[src/rtl/room_thermal_model_prescaler.sv]
// Tick generator: counts 0..TICK_DIV-1 and flags the last count of each period.
module thermal_prescaler #(
  parameter int TICK_DIV = 10
) (
  input  logic clk,
  input  logic reset,
  input  logic clear,
  output logic tick
);
  localparam int CW = $clog2(TICK_DIV);

  logic [CW-1:0] cnt_q, cnt_d;

  assign tick = (cnt_q == CW'(TICK_DIV - 1));

  always_comb begin
    cnt_d = cnt_q + CW'(1);
    if (clear || tick) cnt_d = '0;
  end

  always_ff @(posedge clk) begin
    if (reset) cnt_q <= '0;
    else       cnt_q <= cnt_d;
  end
endmodule

[config.mk]
export PLATFORM = sky130hd
export DESIGN_NAME = thermal_prescaler
export DESIGN_NICKNAME = d
export VERILOG_FILES = /design/src/rtl/room_thermal_model_prescaler.sv
export SDC_FILE = /design/constraint.sdc
export NUM_CORES = 1
export LEC_CHECK = 0
export BUFFER_PORTS_ARGS = -buffer_cell sky130_fd_sc_hd__buf_4
export CORE_AREA = 2 2 39 41
export DETAILED_ROUTE_END_ITERATION = 12
export DIE_AREA = 0 0 41 43
export PLACE_DENSITY = 0.32
export SLEW_MARGIN = 15
export SYNTH_ARGS = -nofsm -noshare
export SYNTH_HDL_FRONTEND = slang
export SYNTH_SLANG_ARGS = --single-unit
[constraint.sdc]
create_clock -name clk -period 1.14 [get_ports clk]
set_input_delay 0.285 -clock clk [delete_from_list [all_inputs] [get_ports clk]]
set_output_delay 0.285 -clock clk [all_outputs]
set_load 0.1 [all_outputs]
==> reports/results.txt <==
status: finished, violations left
failing checks: negative setup slack
max reg flops: 4
critical-path cell list: inv_2 -> ha_4 -> and3b_4 -> buf_12
Die H: 43 µm
Post-layout nets: 33
Setup WS post-layout: -233 ps
Critical Path End Type: output port
Area Growth Syn to Fin: 78.9%
Worst Path Arrival: 1090 ps
pre-CTS setup slack: -89.0 ps
Psw: 0.0723 mW
WL/cell: 7.74 µm
PwrDens: 1180 nW/µm²
leakage: 0.122 nW
combinational power share: 7.6%
Crit path max-delay family: flip-flops
data required time at the worst endpoint: 850 ps
Rows: 14
Vias/cell: 3.36
Worst Path Buf+Inv: 2
First DRT Iteration DRCs: 2
Post-Syn Area per Cell: 10.4 µm²
DPL Wire Length: 241 µm
Overflow after GRT: 0
Peak VDD IR: 0.000723 V
Min-Delay Endpoint: cnt_q[3]
Slowest-stage cell, CP: dfxtp_2
routability cong.: 0.673
RSZ-0062 raised after global routing: true
top post-synthesis cells by area: dfxtp_1 48%, ha_1 15%, nor2_1 9.0%, or3_4 6.8%, and3b_1 5.3%
Synth async-reset ratio: 0%
Core ar.: 1380 µm²
max_cap viols: 0
clk_lat worst skew: 240 ps
syn_nets: 21
final WL: 325 µm
final hold violation count: 0
Clock Pin Slew Worst Setup and Hold Paths: 40 ps
Num CTS Buffers: 3
Residual DRC: 0
TritonCTS clock tree: built
Max Freq: 0.728 GHz
flops & latches, synth: 4
sequential area share after synthesis: 48.1%
met2 wire length: 147 µm
Synth area leader: dfxtp_1
Routed Antenna Nets: 0
Ant. Diodes: 0
Max stage delay on crit path: 310 ps
R2R setup slack: -110 ps
Distinct cells, synth: 9
Final Cell Area: 298 µm²
CP startpoint kind: flop
Post-Route Skew: 8.65 ps
H-tree depth: 1
post-cts hold buffer count: 0
switching part of the total power: 20.5%
placed cell areas: 250 µm²
Int Power: 0.280 mW
IO buf count: 3
FF-to-FF path depth: 5
top_reg_cell synth: dfxtp_1
min Tclk post-route: 1370 ps
fin crit share: 120%
TritonRoute pass-1 iters: 2
number of max-slew violations in the final report: 0
Fill cells: 153
WHS Path Cells: 3
worst-path maximum fanout: 2
Clk pwr share: 50.3%
Max-slew headroom: 89.7%
WL met3: 36 µm
top cells by count, synth: 4 x dfxtp_1, 4 x nor2_1, 2 x ha_1
vias in the first global route: 159
Root Driver: clkbuf_4
first-pass GRT wire length: 600 µm
start point of the worst min-delay path: reset
share of power burned in registers: 42.1%
layout cells sized above 1: 69.2%
EDFF count, synth: 0
mapped cell area: 166 µm²
Reg with most FFs: cnt_q
chip width: 41 µm
Clock Tree Buf Depth: 2
HP Class: in2reg
synth warn: 0
reg2reg end: cnt_q[1]
Top Registers: cnt_q (4)
Cells after Synth: 16
worst setup path category: reg2out
clk sinks: 4
area fraction of the dominant cell type after synthesis: 48.1%
DR vias: 141
# setup viols final: 5
Least-Margin Pin Slew: 153 ps
Post-Route M1 WL: 141 µm
die area: 1760 µm²
antenna violations before repair: 0
Initial Util: 12.0%
launch point of the worst reg-to-reg path: cnt_q[1]
top routing layer used: met3
largest net degree at the start of global routing: 5
IO Count: 4
gr usage total: 6.01%
[metal layers]
metal,up-vias,track usage (%)
met4,0,4.00
met1,63,4.15
met3,0,7.85
met5,-,0
li1,72,-
met2,6,8.13
[kinds of logic (layout without fill, tap and decap cells)]
group,Yosys count,count (layout),share of synthesized area [%]
simple gates,7,7,24.1
flops,4,4,48.1
fa+ha+maj,2,2,15.0
xor+xnor,2,2,10.5
buf+inv,1,11,2.25
[metrics by stage]
| step | instances | hold WS, ps | utilization, % | power (mW) | TNS (ps) |
|---|---|---|---|---|---|
| finish | 42 | 336 | 21.5 | 0.352 | -626 |
| detailed placement | 38 | 509 | 18.1 | 0.175 | -327 |
| floorplan | 16 | 439 | - | 0.161 | -697 |
| CTS | 42 | 330 | 21.2 | 0.359 | -534 |
| global route | 42 | 337 | 21.5 | 0.382 | -890 |
| global placement | 38 | 507 | 18.1 | 0.174 | -247 |
[cell usage in the layout, fill, tap and decap left out]
cell | synthesis | routed
and3b_4 | 0 | 1
buf_12 | 0 | 1
buf_4 | 0 | 6
clkbuf_4 | 0 | 3
dfxtp_1 | 4 | 2
dfxtp_2 | 0 | 2
ha_1 | 2 | 1
ha_4 | 0 | 1
inv_2 | 0 | 1
nand3_1 | 1 | 1
nor2_1 | 4 | 2
nor2_2 | 0 | 2
or3_4 | 1 | 1
xnor2_1 | 1 | 1
xor2_1 | 1 | 1
[tightest hold or removal path: stages]
cell and delay, ps:
buf_4 80, or3_4 130, nor2_2 30
[worst max path at each step]
stage / slack [ps] / cells after the start / to / startpoint
6_report: -230 / 4 / tick / cnt_q[1]
5_1_grt: -290 / 4 / tick / cnt_q[1]
4_1_cts: -250 / 4 / tick / cnt_q[1]
3_5_place_dp: -90 / 4 / tick / cnt_q[1]
3_3_place_gp: -80 / 4 / tick / cnt_q[1]
2_1_floorplan: -170 / 5 / cnt_q[2] / cnt_q[1]
[what timing repair did]
| action | CTS | global route |
|---|---|---|
| setup endpoints to repair | 5 | 5 |
| resized for setup | 3 | 2 |
| cloned | 0 | 0 |
| pin swaps | 1 | 2 |
| setup buffers | 1 | 0 |
[area by class of cell]
cell class	instances	area [µm²]	area share (%)
clock buffers	3	22.5	7.56
inverters	1	3.75	1.26
multi-input cells	11	104	34.9
flip-flops and latches	4	82.6	27.7
well taps	16	20.0	6.72
repair buffers	7	65.1	21.8
[power groups by stage]
stage | combinational [mW] | sequential, mW | clock [mW]
detailed placement | 0.0244 | 0.150 | 0
global placement | 0.0235 | 0.150 | 0
floorplan | 0.0101 | 0.151 | 0
CTS | 0.0264 | 0.148 | 0.185
finish | 0.0268 | 0.148 | 0.177
global route | 0.0301 | 0.148 | 0.203
Note: power is estimated with default switching activity, not from simulation.
